--- src/rtl/uart_pkg.sv ---
// rtl/uart_pkg.sv - shared types and constants for the UART receive path
package uart_pkg;

    typedef enum logic [2:0] {
        ST_IDLE,
        ST_START,
        ST_DATA,
        ST_STOP,
        ST_BREAK
    } uart_rx_state_t;

    localparam int UART_DATA_BITS = 8;

    function automatic int clks_per_bit(input int clk_hz, input int baud);
        return clk_hz / baud;
    endfunction

endpackage

--- src/rtl/sync_2ff.sv ---
// rtl/sync_2ff.sv - two-flop synchroniser for asynchronous pad inputs
// Both stages reset to RESET_VAL so an idle-high line never looks like an edge.
module sync_2ff #(
    parameter int                 WIDTH     = 1,
    parameter logic [WIDTH-1:0]   RESET_VAL = {WIDTH{1'b1}}
) (
    input  logic             clk_i,
    input  logic             rst_ni,
    input  logic [WIDTH-1:0] d_i,
    output logic [WIDTH-1:0] q_o
);

    logic [WIDTH-1:0] meta_q;
    logic [WIDTH-1:0] sync_q;

    always_ff @(posedge clk_i or negedge rst_ni) begin
        if (!rst_ni) begin
            meta_q <= RESET_VAL;
            sync_q <= RESET_VAL;
        end else begin
            meta_q <= d_i;
            sync_q <= meta_q;
        end
    end

    assign q_o = sync_q;

endmodule

--- src/rtl/uart_rx_core.sv ---
// rtl/uart_rx_core.sv - 8N1 UART receiver with single-entry valid/ready output
// Samples each bit at mid-bit; framing errors and overruns are one-cycle pulses.
module uart_rx_core
    import uart_pkg::*;
#(
    parameter int CLK_HZ       = 20000000,
    parameter int BAUD         = 115200,
    parameter int CLKS_PER_BIT = clks_per_bit(CLK_HZ, BAUD)
) (
    input  logic                      clock,
    input  logic                      reset_n,
    input  logic                      rx,
    output logic [UART_DATA_BITS-1:0] rx_data,
    output logic                      rx_valid,
    input  logic                      rx_ready,
    output logic                      frame_err,
    output logic                      overrun
);

    localparam int CW = $clog2(CLKS_PER_BIT);
    localparam int IW = $clog2(UART_DATA_BITS);

    localparam logic [CW-1:0] HALF_LOAD = CW'(CLKS_PER_BIT / 2 - 1);
    localparam logic [CW-1:0] FULL_LOAD = CW'(CLKS_PER_BIT - 1);
    localparam logic [IW-1:0] LAST_IDX  = IW'(UART_DATA_BITS - 1);

    logic rx_s;

    uart_rx_state_t            state_q, state_d;
    logic [CW-1:0]             cnt_q, cnt_d;
    logic [IW-1:0]             idx_q, idx_d;
    logic [UART_DATA_BITS-1:0] shift_q, shift_d;
    logic [UART_DATA_BITS-1:0] data_q, data_d;
    logic                      valid_q, valid_d;
    logic                      ferr_q, ferr_d;
    logic                      ovr_q, ovr_d;

    logic cnt_zero;
    logic byte_done;
    logic stop_bad;
    logic load;

    sync_2ff #(
        .WIDTH     (1),
        .RESET_VAL (1'b1)
    ) u_rx_sync (
        .clk_i  (clock),
        .rst_ni (reset_n),
        .d_i    (rx),
        .q_o    (rx_s)
    );

    always_ff @(posedge clock or negedge reset_n) begin
        if (!reset_n) begin
            state_q <= ST_IDLE;
            cnt_q   <= '0;
            idx_q   <= '0;
            shift_q <= '0;
            data_q  <= '0;
            valid_q <= 1'b0;
            ferr_q  <= 1'b0;
            ovr_q   <= 1'b0;
        end else begin
            state_q <= state_d;
            cnt_q   <= cnt_d;
            idx_q   <= idx_d;
            shift_q <= shift_d;
            data_q  <= data_d;
            valid_q <= valid_d;
            ferr_q  <= ferr_d;
            ovr_q   <= ovr_d;
        end
    end

    // The counter only decrements while nonzero, so it never wraps.
    always_comb begin
        state_d   = state_q;
        cnt_d     = cnt_q;
        idx_d     = idx_q;
        shift_d   = shift_q;
        byte_done = 1'b0;
        stop_bad  = 1'b0;
        cnt_zero  = (cnt_q == '0);

        unique case (state_q)
            ST_IDLE: begin
                if (!rx_s) begin
                    cnt_d   = HALF_LOAD;
                    state_d = ST_START;
                end
            end
            ST_START: begin
                if (!cnt_zero) begin
                    cnt_d = cnt_q - CW'(1);
                end else if (rx_s) begin
                    state_d = ST_IDLE;
                end else begin
                    cnt_d   = FULL_LOAD;
                    idx_d   = '0;
                    state_d = ST_DATA;
                end
            end
            ST_DATA: begin
                if (!cnt_zero) begin
                    cnt_d = cnt_q - CW'(1);
                end else begin
                    shift_d[idx_q] = rx_s;
                    cnt_d          = FULL_LOAD;
                    if (idx_q == LAST_IDX) begin
                        state_d = ST_STOP;
                    end else begin
                        idx_d = idx_q + IW'(1);
                    end
                end
            end
            ST_STOP: begin
                // Leaving at mid-stop lets a back-to-back start edge be caught.
                if (!cnt_zero) begin
                    cnt_d = cnt_q - CW'(1);
                end else if (rx_s) begin
                    byte_done = 1'b1;
                    state_d   = ST_IDLE;
                end else begin
                    stop_bad = 1'b1;
                    state_d  = ST_BREAK;
                end
            end
            ST_BREAK: begin
                if (rx_s) begin
                    state_d = ST_IDLE;
                end
            end
            default: begin
                state_d = ST_IDLE;
            end
        endcase
    end

    // A byte may load into the holding register in the same cycle the old one is taken.
    always_comb begin
        load    = byte_done && (!valid_q || rx_ready);
        data_d  = load ? shift_q : data_q;
        valid_d = load || (valid_q && !rx_ready);
        ferr_d  = stop_bad;
        ovr_d   = byte_done && valid_q && !rx_ready;
    end

    assign rx_data   = data_q;
    assign rx_valid  = valid_q;
    assign frame_err = ferr_q;
    assign overrun   = ovr_q;

endmodule

--- config.mk ---
export PLATFORM = sky130hd
export DESIGN_NAME = uart_rx_core
export DESIGN_NICKNAME = d
export VERILOG_FILES = /design/src/rtl/uart_pkg.sv /design/src/rtl/sync_2ff.sv /design/src/rtl/uart_rx_core.sv
export SDC_FILE = /design/constraint.sdc
export NUM_CORES = 1
export LEC_CHECK = 0
export ABC_AREA = 1
export CAP_MARGIN = 20
export CELL_PAD_IN_SITES_DETAIL_PLACEMENT = 1
export CELL_PAD_IN_SITES_GLOBAL_PLACEMENT = 2
export CORE_MARGIN = 5
export CORE_UTILIZATION = 37
export DETAILED_ROUTE_END_ITERATION = 8
export PLACE_DENSITY_LB_ADDON = 0.1
export SLEW_MARGIN = 20
export SYNTH_ARGS = -nofsm -noshare
export SYNTH_HDL_FRONTEND = slang
export SYNTH_SLANG_ARGS = --single-unit
--- constraint.sdc ---
create_clock -name clock -period 2.6 [get_ports clock]
set_input_delay 0.39 -clock clock [delete_from_list [all_inputs] [get_ports clock]]
set_output_delay 0.39 -clock clock [all_outputs]
set_load 0.05 [all_outputs]
Yosys cells after proc, flatten, opt, wreduce, memory -nomap -nowiden
Index checks and enable logic that the tools add are counted.

storage, ports and cells
  register bits = 35
  input bits = 4

operators by class
  $add $sub $neg = 2
  order comparisons = 2
  equality and inequality tests = 15
  multiplexer cells = 29
  reduce and logical (&&, ||, !) cells = 17

operators by type and width
  operator                                                               count
  8-bit 2-to-1 mux                                                       5
  3-bit 2-to-1 mux                                                       11
  8-bit case mux with 4 select lines                                     1
  2-bit != test, second input constant                                   8
  3-bit case mux with 5 select lines                                     1
  8-bit bitwise mux                                                      1
  8-bit zero test                                                        1
  8-bit by 1-bit subtractor with 8-bit output, second input constant     1
  1-bit 2-to-1 mux                                                       7
  3-bit by 2-bit equality test with 1-bit output, second input constant  2
  3-bit equality test, second input constant                             2
  3-bit case mux with 2 select lines                                     1
  6-bit AND reduction                                                    1
  1-bit logical AND                                                      5
  5-bit AND reduction                                                    1
  3-bit by 4-bit < comparator with 1-bit output, second input constant   1
  4-bit AND reduction                                                    1
  4-bit nonzero test                                                     1
  3-bit by 1-bit adder with 3-bit output, second input constant          1
  1-bit demux with 3-bit select                                          1
  3-bit by 1-bit equality test with 1-bit output, second input constant  1
  3-bit by 1-bit >= comparator with 1-bit output, second input constant  1
  3-bit zero test                                                        1
  3-bit != test, second input constant                                   1
  other kinds (6)                                                        8

Longest topological paths before layout
Gate-level depths: netlist (run 1).

  word-level depth = 5
  mapped depth = 10
  depth with buffers taken out = 10

By module
Synthesis (run 1) repeated with hierarchy kept, for this count alone.

second synthesis, totals
  cells, all modules = 245
  area total of the unflattened synthesis = 1895.6 µm²

modules (own cells, without submodules)
  module        instances  cells an instance  area each (µm²)  seq. area each (µm²)
  uart_rx_core  1          243                1843.0           825.8
  sync_2ff      1          2                  52.6             52.6

Least setup slack after synthesis (run 1)
OpenSTA, ideal clock, no wires.

  path kind = reg2reg
  start = register cnt_q[0]
  end = register shift_q[0]
  setup time = 0.123 ns
  data arrival time = 1.363 ns
  setup slack = 1.113 ns
  stages on the path, launching flop included = 10
  path buffers = 0
  clock period less this slack = 1.487 ns
  cell sequence = dfrtp_1 inv_1 ha_1 inv_1 nor2_1 nand2_2 nor2_4 nand3_1 nand2_1 o21ai_1

between the ends
  cells in the longest elaborated chain, start to end = 2

RTL lines
  element                               RTL line            RTL
  from (decl)                           uart_rx_core.sv:30  logic [CW-1:0] cnt_q, cnt_d;
  from (signal assigned)                uart_rx_core.sv:65  cnt_q <= cnt_d;
  8-bit zero test                       uart_rx_core.sv:83  cnt_zero = (cnt_q == '0);
  2-bit AND reduction (no source line)  --
  to (signal assigned)                  uart_rx_core.sv:67  shift_q <= shift_d;
  to (decl)                             uart_rx_core.sv:32  logic [UART_DATA_BITS-1:0] shift_q, shift_d;

No other way between the ends.
A chain may end at the register's enable or synchronous reset.

Final worst setup path (run 1)
  start = register data_q[7] (netlist: rx_data[7])
  end = output rx_data[7]

RTL lines
  element                 RTL line            RTL
  from (decl)             uart_rx_core.sv:33  logic [UART_DATA_BITS-1:0] data_q, data_d;
  from (signal assigned)  uart_rx_core.sv:68  data_q <= data_d;
  to (decl)               uart_rx_core.sv:13  output logic [UART_DATA_BITS-1:0] rx_data,

No word-level cell between the ends.

==> results of run 1 <==
state kept, by name (all words and copies together) (netlist names):
name / count
shift_q: 8
u_rx_sync.meta_q: 1
u_rx_sync.q_o: 1
frame_err: 1
rx_data: 8
rx_valid: 1
cnt_q: 8
state_q: 3
overrun: 1
idx_q: 3
final timing paths:
check,endpoint,slack [ns]
hold / removal,rx_data[5],0.18
setup reg to reg,shift_q[5],0.87
hold reg to reg,u_rx_sync.q_o,0.36
min in group clock,u_rx_sync.q_o,0.36
max in group asynchronous,idx_q[2],1.93
setup / recovery,rx_data[7],0.75
cell usage after synthesis:
cell      count
a21oi_1       1
buf_2         1
buf_6         1
dfrtp_1      33
dfstp_2       2
ha_1          4
inv_1        26
inv_2         6
nand2_1      62
nand2_2       7
nand2_4       1
nand3_1      20
nand3_2       4
nand3b_1      2
nand4_1       5
nand4_4       1
nor2_1       14
nor2_2        2
nor2_4        7
o21ai_0       1
o21ai_1      16
o21ai_2       8
o21bai_1      1
xor2_1        1
report_power, final:
part           internal [W]   total, W  switching, W
registers          0.000547   0.000549    0.00000227
logic            0.00000411  0.0000192     0.0000151
clock network      0.000285   0.000490      0.000205
cell type report:
cell class	instances	area (µm²)
tap	70	87.6
clock buffer	5	68.8
clock inverter	3	43.8
multi-input combinational	157	866
inverter	32	120
fill	624	2810
sequential	35	878
timing repair buffer	14	135
stage by stage:
stage / hold WS [ns] / area [µm²] / total power, W / setup WS, ns
after floorplan: 0.0944 / 1880 / 0.000564 / 1.11
after global placement: 0.345 / 2090 / 0.000581 / 0.879
after detailed placement: 0.347 / 2090 / 0.000581 / 0.842
after CTS: 0.219 / 2200 / 0.00108 / 0.730
after global routing: 0.255 / 2200 / 0.00111 / 0.629
final: 0.180 / 2200 / 0.00106 / 0.745
kinds of logic after synthesis:
group	synth area share [%]
compound gates	8.92
xor+xnor	0.466
fa+ha+maj	2.66
simple gates	34.0
flops	46.7
buf+inv	7.25
worst reg2reg max path, cell delays in order (launching register included):
cell	delay, ns
dfrtp_1	0.36
inv_1	0.18
ha_1	0.20
inv_1	0.04
nor2_1	0.22
nand2_2	0.15
nor2_4	0.20
nand3_1	0.13
nand2_1	0.08
o21ai_1	0.05
routing by layer:
metal / vias up / share of wire, %
li1: 763 / -
met1: 715 / 50
met2: 18 / 45
met3: 7 / 3.3
met4: 0 / 1.5
met5: - / 0
==> key figures, run 1 <==
Outcome
  • Outcome: finished, final reports clean

Floorplanning
  • Die area: 6610 µm²
  • Core area: 5010 µm²
  • # IOs: 15
  • Num rows: 26
  • Initial core utilization: 37.5%
  • Die H: 81.3 µm
  • Die width: 81.3 µm

Yosys
  • Post-Syn Instances: 226
  • Syn_nets: 234
  • Library cells used by synthesis: 24
  • Post-synthesis register bit count: 35
  • Seq/Total Area, Yosys: 46.7%
  • Post-synth top area cell: dfrtp_1
  • Top post-synthesis cells by area: dfrtp_1 44%, nand2_1 12%, nand3_1 5.3%, inv_1 5.2%, o21ai_1 4.3%
  • Synth Warn #: 0
  • Synthesized cell area: 1880 µm²
  • Share of the synthesized area in the top cell type: 43.9%
  • Average size of a mapped cell: 8.32 µm²

Setup path
  • WS Path Type: register to output pin
  • Number of buffers and inverters on the critical path: 1
  • Critical-path maximum fanout: 2
  • Data required, critical path: 2.21 ns
  • Crit path capture type: output pin
  • Critical R2R Launch: cnt_q[0]
  • Critical Path Stages: 1
  • Crit path from: rx_data[7]
  • CP max stage delay: 0.81 ns
  • Crit path max-delay family: buffers and inverters
  • Reg2Reg Depth: 9
  • Worst Setup Start Kind: register
  • Crit-path cells: clkdlybuf4s50_1
  • Max stage delay cell, worst path: clkdlybuf4s50_1
  • CP Data Arrival Time: 1.46 ns

Pwr
  • Leakage: 1.03 nW
  • P per Cell Area: 481 nW/µm²
  • Worst VDD drop: 185 µV

CTS
  • TritonCTS clock tree: built
  • Cts bufs inserted: 5
  • Setup Fix Bufs, Post-CTS: 0
  • Sink Count: 35
  • Resized Gates After CTS: 0
  • Root buffer cell: clkbuf_8
  • Clk pin slew, worst setup/hold paths: 0.08 ns
  • H-tree Lvls: 2
  • Worst-Skew Late Latency: 0.29 ns
  • Post-cts hold buffer count: 0
  • Clk buf depth: 2

STA
  • RSZ-0062 raised after global routing: no
  • Fin. max-slew vios: 0
  • Total Negative Setup Slacks: 0 ns
  • FMAX: 0.539 GHz
  • Final setup viols: 0
  • Tmin final: 1.85 ns
  • Final hold vios: 0
  • Final Skew: 0.00720 ns
  • Slew of the pin with the lowest slew margin: 0.786 ns
  • Final worst path period share: 71.3%
  • Slew headroom: 47.6%

Layout
  • Layout area overhead: 17.0%
  • Post-Route Utilization: 43.9%
  • Layout cell share with drive strength beyond 1: 19.1%
  • Commonest non-fill, non-tap cell in the layout: nand2_1
  • Finished Layout Cells: 316
  • Commonest cells after routing, fill and taps aside: 62 x nand2_1, 33 x dfrtp_1, 26 x inv_1
  • Ant diodes: 0
  • Nets: 253

Flow run
  • Max Cap Viol: 0

Global route
  • Congestion Overflow GR: 0
  • GRT met2 Usage: 22.2%
  • Initial antenna violation count: 0
  • Global routing met3 resource utilization: 3.44%
  • GRT Max-Usage Layer: met2
  • First-pass GRT wire length: 7330 µm
  • Vias in the first global route: 1507
  • Gr usage total: 14.5%
  • Largest net degree at the start of global routing: 36
  • Met1 usage: 19.8%

Drt
  • Final wirelength: 4070 µm
  • Detail Route Antenna Nets: 0
  • Remaining DRCs: 0
  • DRT iter0 DRCs: 48
  • Vias: 1503
  • Drt pass-1 iters: 4
  • Wire length per cell: 12.9 µm
  • Vias per cell: 4.76

Place
  • Input/output buffers: 14
  • Placer Congestion: 0.725
  • Post-detail-place hpwl: 2990 µm
  • Placed cells: 308

Hold path
  • Hold Crit Class: input port to asynchronous set/reset pin
Power figures use the tool's default switching activity.
==> run 2, diff against run 1 <==
--- a/config.mk
+++ b/config.mk
@@ -10,7 +10,7 @@
 export CELL_PAD_IN_SITES_DETAIL_PLACEMENT = 1
 export CELL_PAD_IN_SITES_GLOBAL_PLACEMENT = 2
 export CORE_MARGIN = 5
-export CORE_UTILIZATION = 37
+export CORE_UTILIZATION = 31
 export DETAILED_ROUTE_END_ITERATION = 8
 export PLACE_DENSITY_LB_ADDON = 0.1
 export SLEW_MARGIN = 20
==> constraint.sdc (replaced) <==
create_clock -name clock -period 1.7 [get_ports clock]
set_input_delay 0.255 -clock clock [delete_from_list [all_inputs] [get_ports clock]]
set_output_delay 0.255 -clock clock [all_outputs]
set_load 0.05 [all_outputs]
==> run 2 against run 1 <==
Against the previous run: sequential share of layout area fell by 2.0 points; non-clock buffer count grew 10; utilization down 4.8 points; sequential power up 53%; die area rose by 17%; register-to-register slack worse by 0.68 ns; critical path type is now register to register; critical endpoint is now shift_q[3].
==> key figures, run 2 (same netlist as run 1, synthesis figures left out) <==
Pwr
  • P per Cell Area: 763 nW/µm²
  • Internal power contribution: 0.00144 W
  • Leakage: 1.12 nW
  • Combinational Power Share: 2.2%
  • Net Sw Frac: 18.6%
  • Sw power: 0.000329 W
  • Sequential power share: 47.6%
  • Worst VDD drop: 352 µV
  • Total power: 0.00177 W
  • Clock share of power: 50.2%

Floorplanning
  • Die H: 87.9 µm
  • Num rows: 28
  • Initial core utilization: 31.8%
  • Core area: 5920 µm²
  • # IOs: 15
  • Die area: 7720 µm²
  • Die width: 87.9 µm

Layout
  • Sequential cell area: 878 µm²
  • Nets: 263
  • Layout cell share with drive strength beyond 1: 27.0%
  • Commonest non-fill, non-tap cell in the layout: nand2_1
  • Design Area, Final: 2320 µm²
  • Multi-input gate area: 881 µm²
  • Ant diodes: 0
  • Number of fill cells in the layout: 729
  • Commonest cells after routing, fill and taps aside: 61 x nand2_1, 33 x dfrtp_1, 26 x inv_1
  • Layout area overhead: 23.2%

Flow run
  • Max Cap Viol: 0

Global route
  • First-pass GRT wire length: 7580 µm
  • Vias in the first global route: 1546
  • Gr usage total: 12.7%
  • Largest net degree at the start of global routing: 21
  • Initial antenna violation count: 0
  • Congestion Overflow GR: 0

Setup path
  • Crit-path cells: inv_1, ha_1, inv_1, nor2_4, nand2_2, nor2_4, nand3_1, nand2_1, o21ai_1
  • Crit path capture type: register
  • Max stage delay cell, worst path: dfrtp_1
  • Worst Setup Start Kind: register
  • Critical-path maximum fanout: 8
  • Worst R2R Setup Slack: 0.19 ns
  • CP Data Arrival Time: 1.68 ns
  • WS Path Type: register to register
  • Critical R2R Launch: cnt_q[1]
  • Reg2Reg Depth: 9
  • CP max stage delay: 0.40 ns
  • Data required, critical path: 1.87 ns
  • RR Endpoint: shift_q[3]

CTS
  • TritonCTS clock tree: built
  • Sink Count: 35
  • Clk buf depth: 2
  • Cts bufs inserted: 5
  • H-tree Lvls: 2
  • Clk pin slew, worst setup/hold paths: 0.07 ns
  • Root buffer cell: clkbuf_8
  • Worst-Skew Late Latency: 0.28 ns

STA
  • Total Negative Setup Slacks: 0 ns
  • Tmin final: 1.51 ns
  • Final worst path period share: 88.8%
  • Final hold vios: 0
  • RSZ-0062 raised after global routing: yes
  • Slew of the pin with the lowest slew margin: 0.439 ns
  • Slew headroom: 70.7%
  • Hold_ws: 0.359 ns
  • Fin. max-slew vios: 0
  • Final Skew: 0.00718 ns
  • FMAX: 0.662 GHz
  • Final setup viols: 0

Place
  • Input/output buffers: 14
  • Placer Congestion: 0.689
  • Post-detail-place hpwl: 3370 µm
  • Post-placement cell area: 2120 µm²

Hold path
  • Hold Crit Class: register to register
  • Hold path start: u_rx_sync.meta_q
  • Hold endpoint: u_rx_sync.q_o
  • Worst Hold Path Cells: 0

Drt
  • Drt pass-1 iters: 4
  • Vias: 1498
  • Vias per cell: 4.53
  • DRT iter0 DRCs: 39
  • Wire length per cell: 12.9 µm
  • Final wirelength: 4280 µm
  • Detail Route Antenna Nets: 0
  • Remaining DRCs: 0

Outcome
  • Outcome: finished, final reports clean
## run 2: worst max path at each step
| stage | startpoint | endpoint | depth (start not counted) |
|---|---|---|---|
| after floorplan | cnt_q[0] | shift_q[0] | 9 |
| after global placement | cnt_q[7] | rx_data[0] | 6 |
| after detailed placement | cnt_q[7] | rx_data[2] | 6 |
| after CTS | cnt_q[7] | rx_data[2] | 6 |
| after global routing | cnt_q[1] | shift_q[2] | 9 |
| final | cnt_q[1] | shift_q[3] | 9 |
## run 2: power by group through the flow
| stage | Sequential (W) | Clock (W) | Combinational [W] |
|---|---|---|---|
| 2_1_floorplan | 0.000855 | 0 | 0.00000715 |
| 3_3_place_gp | 0.000856 | 0 | 0.0000398 |
| 3_5_place_dp | 0.000856 | 0 | 0.0000392 |
| 4_1_cts | 0.000840 | 0.000920 | 0.0000410 |
| 5_1_grt | 0.000840 | 0.000958 | 0.0000456 |
| 6_report | 0.000840 | 0.000887 | 0.0000391 |
## run 2: routing by layer
layer	vias up	track usage [%]	wire, µm
li1	777	-	-
met1	697	16.1	1970
met2	19	21.5	2080
met3	5	2.82	179
met4	0	3.77	48
met5	-	0	0
## run 2: cell type report
type | count | area share, %
Clock buffer | 6 | 3.13
Multi-Input combinational cell | 157 | 38.0
Timing Repair Buffer | 24 | 9.08
Tap cell | 75 | 4.05
Inverter | 32 | 5.19
Sequential cell | 35 | 37.9
Clock inverter | 2 | 2.59
## run 2: metrics by stage
step / setup WS, ns / instances / utilization [%]
finish: 0.190 / 331 / 39.1
global route: -0.0113 / 331 / 39.1
CTS: 0.000602 / 328 / 38.3
detailed placement: 0.0208 / 319 / 35.9
global placement: 0.0405 / 319 / 35.9
floorplan: 0.213 / 226 / -
## run 2: timing repair
item,CTS,global route
resized for setup,0,4
setup endpoints to repair,0,21
hold endpoints to repair,13,0
buffers inserted,0,3
hold buffers,1,0
## run 2: worst max-delay path: cells and delay by family (launching register included)
family | cells | cell delay, ns
flip-flops | 1 | 0.40
adder cells (fa/ha/maj) | 1 | 0.16
buffers and inverters | 2 | 0.15
AND/OR/NAND/NOR | 5 | 0.65
AO/OA/AOI/OAI | 1 | 0.05
